<file path="config.mk">
export PLATFORM = sky130hd
export DESIGN_NAME = householder_matrix_gen
export DESIGN_NICKNAME = d
export VERILOG_FILES = /design/src/rtl/householder_matrix_gen.sv
export SDC_FILE = /design/constraint.sdc
export NUM_CORES = 2
export LEC_CHECK = 0
export ABC_AREA = 1
export BUFFER_PORTS_ARGS = -buffer_cell sky130_fd_sc_hd__buf_4
export CORE_UTILIZATION = 55
export DETAILED_ROUTE_END_ITERATION = 8
export HOLD_SLACK_MARGIN = 0.05
export PLACE_DENSITY = 0.72
export SLEW_MARGIN = 25
export SYNTH_ARGS = -nofsm -noshare
export SYNTH_HDL_FRONTEND = slang
export SYNTH_SLANG_ARGS = --single-unit
</file>
<file path="constraint.sdc">
create_clock -name I_sys_clk -period 9.9 [get_ports I_sys_clk]
set_clock_uncertainty 0.15 [all_clocks]
set_input_delay 0 -clock I_sys_clk [delete_from_list [all_inputs] [get_ports I_sys_clk]]
set_output_delay 0 -clock I_sys_clk [all_outputs]
set_load 0.01 [all_outputs]
</file>
<file path="src/rtl/householder_matrix_gen.sv">
// householder_matrix_gen
//
// Streams the N x N Householder reflection H = I - 2*w*w^T, one element per handshake,
// from a vector w captured at start. Each element takes a multiply cycle and a
// format cycle (round half-up, saturate), then waits in EMIT until accepted.
//
// Ports:
//   I_sys_clk   - clock, rising edge
//   I_sys_rstn  - synchronous active-low reset
//   I_start     - start request, honoured only in IDLE
//   I_sym       - 1: emit only col >= row, captured with I_start
//   I_w_flat    - packed w vector, element i at [i*IN_W +: IN_W]
//   I_h_ready   - downstream ready
//   O_h_valid   - element output valid
//   O_h_data    - H element, signed, OUT_FRAC fraction bits
//   O_h_row     - row index of O_h_data
//   O_h_col     - column index of O_h_data
//   O_busy      - run in progress (start accepted through DONE)
//   O_done      - one-cycle pulse after the last element is accepted
//   O_sat       - sticky saturation flag for the current/last run
module householder_matrix_gen #(
  parameter int unsigned N        = 4,
  parameter int unsigned IN_W     = 32,
  parameter int unsigned IN_FRAC  = 8,
  parameter int unsigned OUT_W    = 16,
  parameter int unsigned OUT_FRAC = 8,
  parameter int unsigned IDX_W    = (N > 1) ? $clog2(N) : 1
) (
  input  logic              I_sys_clk,
  input  logic              I_sys_rstn,
  input  logic              I_start,
  input  logic              I_sym,
  input  logic [N*IN_W-1:0] I_w_flat,
  input  logic              I_h_ready,
  output logic              O_h_valid,
  output logic [OUT_W-1:0]  O_h_data,
  output logic [IDX_W-1:0]  O_h_row,
  output logic [IDX_W-1:0]  O_h_col,
  output logic              O_busy,
  output logic              O_done,
  output logic              O_sat
);

  localparam int unsigned PW = 2 * IN_W;
  localparam int unsigned TW = 2 * IN_W + 2;
  localparam int unsigned SH = 2 * IN_FRAC - OUT_FRAC;

  localparam logic signed [TW-1:0] TOne   = TW'(1) << (2 * IN_FRAC);
  localparam logic signed [TW-1:0] RndAdd = TW'(1) << (SH - 1);
  localparam logic signed [TW-1:0] SatMax = (TW'(1) << (OUT_W - 1)) - TW'(1);
  localparam logic signed [TW-1:0] SatMin = -(TW'(1) << (OUT_W - 1));

  typedef enum logic [2:0] {StIdle, StMul, StForm, StEmit, StDone} state_e;

  state_e                   state_q, state_d;
  logic signed [IN_W-1:0]   w_q [N];
  logic signed [IN_W-1:0]   w_d [N];
  logic                     sym_q, sym_d;
  logic [IDX_W-1:0]         row_q, row_d, col_q, col_d;
  logic signed [PW-1:0]     p_q, p_d;
  logic [OUT_W-1:0]         data_q, data_d;
  logic [IDX_W-1:0]         hrow_q, hrow_d, hcol_q, hcol_d;
  logic                     sat_q, sat_d;

  logic signed [PW-1:0]     mul_a, mul_b;
  logic signed [TW-1:0]     t_val, t_rnd, t_sh;
  logic [OUT_W-1:0]         res;
  logic                     sat_hit;
  logic                     row_end, last_elem;

  // Format datapath: T = delta*2^(2*IN_FRAC) - 2P, round half-up, saturate.
  always_comb begin
    mul_a   = PW'(w_q[row_q]);
    mul_b   = PW'(w_q[col_q]);
    t_val   = ((row_q == col_q) ? TOne : '0) - {p_q[PW-1], p_q, 1'b0};
    t_rnd   = t_val + RndAdd;
    t_sh    = t_rnd >>> SH;
    sat_hit = 1'b0;
    if (t_sh > SatMax) begin
      res     = {1'b0, {(OUT_W-1){1'b1}}};
      sat_hit = 1'b1;
    end else if (t_sh < SatMin) begin
      res     = {1'b1, {(OUT_W-1){1'b0}}};
      sat_hit = 1'b1;
    end else begin
      res = t_sh[OUT_W-1:0];
    end
  end

  assign row_end   = (col_q == IDX_W'(N - 1));
  assign last_elem = row_end && (row_q == IDX_W'(N - 1));

  always_comb begin
    state_d = state_q;
    w_d     = w_q;
    sym_d   = sym_q;
    row_d   = row_q;
    col_d   = col_q;
    p_d     = p_q;
    data_d  = data_q;
    hrow_d  = hrow_q;
    hcol_d  = hcol_q;
    sat_d   = sat_q;
    unique case (state_q)
      StIdle: begin
        if (I_start) begin
          for (int i = 0; i < N; i++) begin
            w_d[i] = I_w_flat[i*IN_W +: IN_W];
          end
          sym_d   = I_sym;
          row_d   = '0;
          col_d   = '0;
          sat_d   = 1'b0;
          state_d = StMul;
        end
      end
      StMul: begin
        p_d     = mul_a * mul_b;
        state_d = StForm;
      end
      StForm: begin
        data_d  = res;
        hrow_d  = row_q;
        hcol_d  = col_q;
        if (sat_hit) sat_d = 1'b1;
        state_d = StEmit;
      end
      StEmit: begin
        if (I_h_ready) begin
          if (last_elem) begin
            state_d = StDone;
          end else begin
            if (row_end) begin
              row_d = row_q + 1'b1;
              // Symmetric mode restarts each row on the diagonal.
              col_d = sym_q ? row_q + 1'b1 : '0;
            end else begin
              col_d = col_q + 1'b1;
            end
            state_d = StMul;
          end
        end
      end
      StDone: state_d = StIdle;
      default: state_d = StIdle;
    endcase
  end

  always_ff @(posedge I_sys_clk) begin
    if (!I_sys_rstn) begin
      state_q <= StIdle;
      for (int i = 0; i < N; i++) begin
        w_q[i] <= '0;
      end
      sym_q  <= 1'b0;
      row_q  <= '0;
      col_q  <= '0;
      p_q    <= '0;
      data_q <= '0;
      hrow_q <= '0;
      hcol_q <= '0;
      sat_q  <= 1'b0;
    end else begin
      state_q <= state_d;
      w_q     <= w_d;
      sym_q   <= sym_d;
      row_q   <= row_d;
      col_q   <= col_d;
      p_q     <= p_d;
      data_q  <= data_d;
      hrow_q  <= hrow_d;
      hcol_q  <= hcol_d;
      sat_q   <= sat_d;
    end
  end

  assign O_h_valid = (state_q == StEmit);
  assign O_h_data  = data_q;
  assign O_h_row   = hrow_q;
  assign O_h_col   = hcol_q;
  assign O_busy    = (state_q != StIdle);
  assign O_done    = (state_q == StDone);
  assign O_sat     = sat_q;

endmodule

</file>
==> results_dict.tcl <==
set metrics [dict create \
    synth_seq_cells 221 \
    rsz0062_at_grt "false" \
    drc_errors 0 \
    synth_area_leaders "fa_1 44%, inv_1 12%, dfxtp_1 9.0%, nand2_1 8.7%, nor2_1 6.7%" \
    cpMaxStageDelayCell "clkinv_1" \
    die_h_um 301 \
    dr.first_iter.drc_count 4145 \
    status "complete, no violations" \
    grt_overflow_total 0 \
    synthArstFlopShare_pct 0 \
    tritoncts "done" \
    synth_simple_gate_area_share_pct 18.2 \
    finalHoldViolCount 0 \
    synth_warnings 0 \
    wl_per_cell_um 22.6 \
    ys_seq_area_share_pct 9.02 \
    dieArea_um2 90400 \
    tns_ns 0 \
    cts.sinks 221 \
    post-dp-hpwl_mm 145 \
    row_count 109 \
    maxSlewViolCount 0 \
    synth_commonest_cells "1527 x inv_1, 1134 x nand2_1, 1082 x fa_1" \
    syn_area_um2 49000 \
    grt_max_degree 124 \
    hold_class "input pin to flop" \
    worst_pin_slew_ns 1.06 \
    synthFlopType "dfxtp_1" \
    synth_nets 7778 \
    first_pass_iters 7 \
    final.min_clock_period_ns 9.56 \
    cap_violations 0 \
    ios 157 \
    root_buffer "clkbuf_16" \
    antenna_left 0 \
    syn_avg_cell_area_um2 7.69 \
    area_growth_pct 11.8 \
    cp.required_ns 10.26 \
    wl_mm 177 \
    grt_pass1_wl_mm 272 \
    synth_edf_count 0 \
    core_um2 88400 \
    synth_compound_area_share_pct 8.75 \
    die_x_um 301 \
    cts_buffer_depth 3 \
    slowest_delay_ns 0.71 \
    cp_max_fo 34 \
    avgViaCountPerCell 5.67 \
    synth_top_family_by_area "adder cells" \
    finalSetupViolCount 0 \
    critPathKind "flop to flop" \
    crit_top_cell "fa_1" \
    grt_pass1_vias 46600 \
    worstPathArrival_ns 9.92 \
    relSlewSlack_pct 29.5 \
    place.gp.congestion 1.04 \
    max_freq_mhz 105 \
    track_usage_pct 40.3 \
    synth_xor_area_share_pct 1.02 \
    synth_adder_area_share_pct 48.9 \
    cts_made_buffers 27 \
    numPortBuffers 156 \
    crit_path_end_kind "flop" \
    nNetsFinal 8036 \
    htree_levels 1 \
    yosysTopAreaCellShare_pct 44.2 \
    yosysMostFrequentCell "inv_1" \
    synth_area_leader_cell "fa_1" \
    clkTransAtPathRegs_ns 0.07 \
    clk_latency_ns 0.62 \
    via_count 44300 \
    synthMuxAreaShare_pct 0 \
    start_util_pct 55.5 \
    setup.worst_path.start_class "flop" \
    syn_inst 6376 \
    yosysUniqueCellTypes 49 \
    fin_crit_sh_pct 96.6 \
    antenna_found_initial 5 \
    drive_above_1_share_pct 7.09 \
]
==> timing repair <==
item,in CTS,in global routing
resized for setup,0,8
setup buffers,0,1
endpoints found under the hold margin,163,0
setup endpoints to repair,0,16
hold buffers,176,0
==> per-layer routing <==
metal	up-vias	wire, µm	GRT usage (%)
met5	-	50	0
met1	21700	65100	50.8
met3	697	19700	9.25
met2	2605	79200	63.7
li1	19300	-	-
met4	6	12900	23.7
==> critical path: cells and delay by family (launching register included) <==
kind	cells	cell delay (ns)
simple gates	8	1.94
compound gates	4	0.84
flops	1	0.48
fa+ha+maj	9	4.56
buf+inv	7	1.45
==> layout make-up <==
| class | count | area [µm²] |
|---|---|---|
| clock buffer | 33 | 748 |
| antenna | 4 | 10.0 |
| fill | 7844 | 33500 |
| tap | 1165 | 1460 |
| clock inverter | 17 | 267 |
| multi-input combinational | 4331 | 37900 |
| inverter | 1564 | 5880 |
| sequential | 221 | 4430 |
| timing repair buffer | 489 | 4170 |
==> registers in the layout (all words and copies together), names as in the netlist <==
name      count
O_sat         1
O_h_col       2
state_q       3
w_q         128
O_h_data     16
row_q         2
p_q          64
col_q         2
O_h_row       2
sym_q         1
==> placed cells by master (no fill, tap or decap), types with 6 or more instances in the layout <==
cell type      count
nand2_2           12
a21oi_2           14
nor2_4             7
nor3_1            19
o21a_1            11
nand3b_1           8
o21ai_0          231
a21oi_1          351
ha_1             187
dlygate4sd3_1    176
fa_1            1079
a32oi_1           47
nand4_1           31
a21o_1            11
clkbuf_16         27
nand3_1          128
xor2_1            32
dfxtp_1          219
buf_4            308
clkinv_1          21
o21bai_1           8
o211ai_1          19
inv_1           1525
nand2_1         1134
inv_2             16
xnor2_1           25
nor2_1           875
a32oi_2           16
nor2_2            15
a31oi_1           18
bufinv_16          6
==> per-stage QoR <==
step | std cells | hold WS, ns | setup WS (ns) | area, µm² | utilization [%]
global route | 7820 | 0.107 | 0.0186 | 54800 | 62.0
detailed placement | 7593 | 0.135 | 0.363 | 52000 | 58.9
finish | 7824 | 0.0615 | 0.335 | 54800 | 62.1
CTS | 7819 | 0.0553 | 0.283 | 54800 | 62.0
floorplan | 6376 | 0.0433 | 1.03 | 49000 | -
global placement | 7593 | 0.131 | 0.511 | 52000 | 58.9
==> worst paths after layout <==
check | start | endpoint | slack (ns) | cells past startpoint
max | row_q[0] | p_q[38] | 0.34 | 28
min | I_w_flat[81] | w_q[49] | 0.06 | 4
max reg2reg | row_q[0] | p_q[38] | 0.34 | 28
min reg2reg | O_sat | O_sat | 0.31 | 2
==> kinds of logic (layout without fill, tap and decap cells) <==
kind of cell,count (synthesis),count (layout)
flip-flops,221,221
adder cells (fa/ha/maj),1269,1269
AND/OR/NAND/NOR,2251,2251
buffers and inverters,1824,2103
XOR/XNOR,57,57
AO/OA/AOI/OAI,754,754
other,0,4
Power is not shown: default switching activity piles up to over one toggle a cycle in this logic, so the estimate is an artifact.
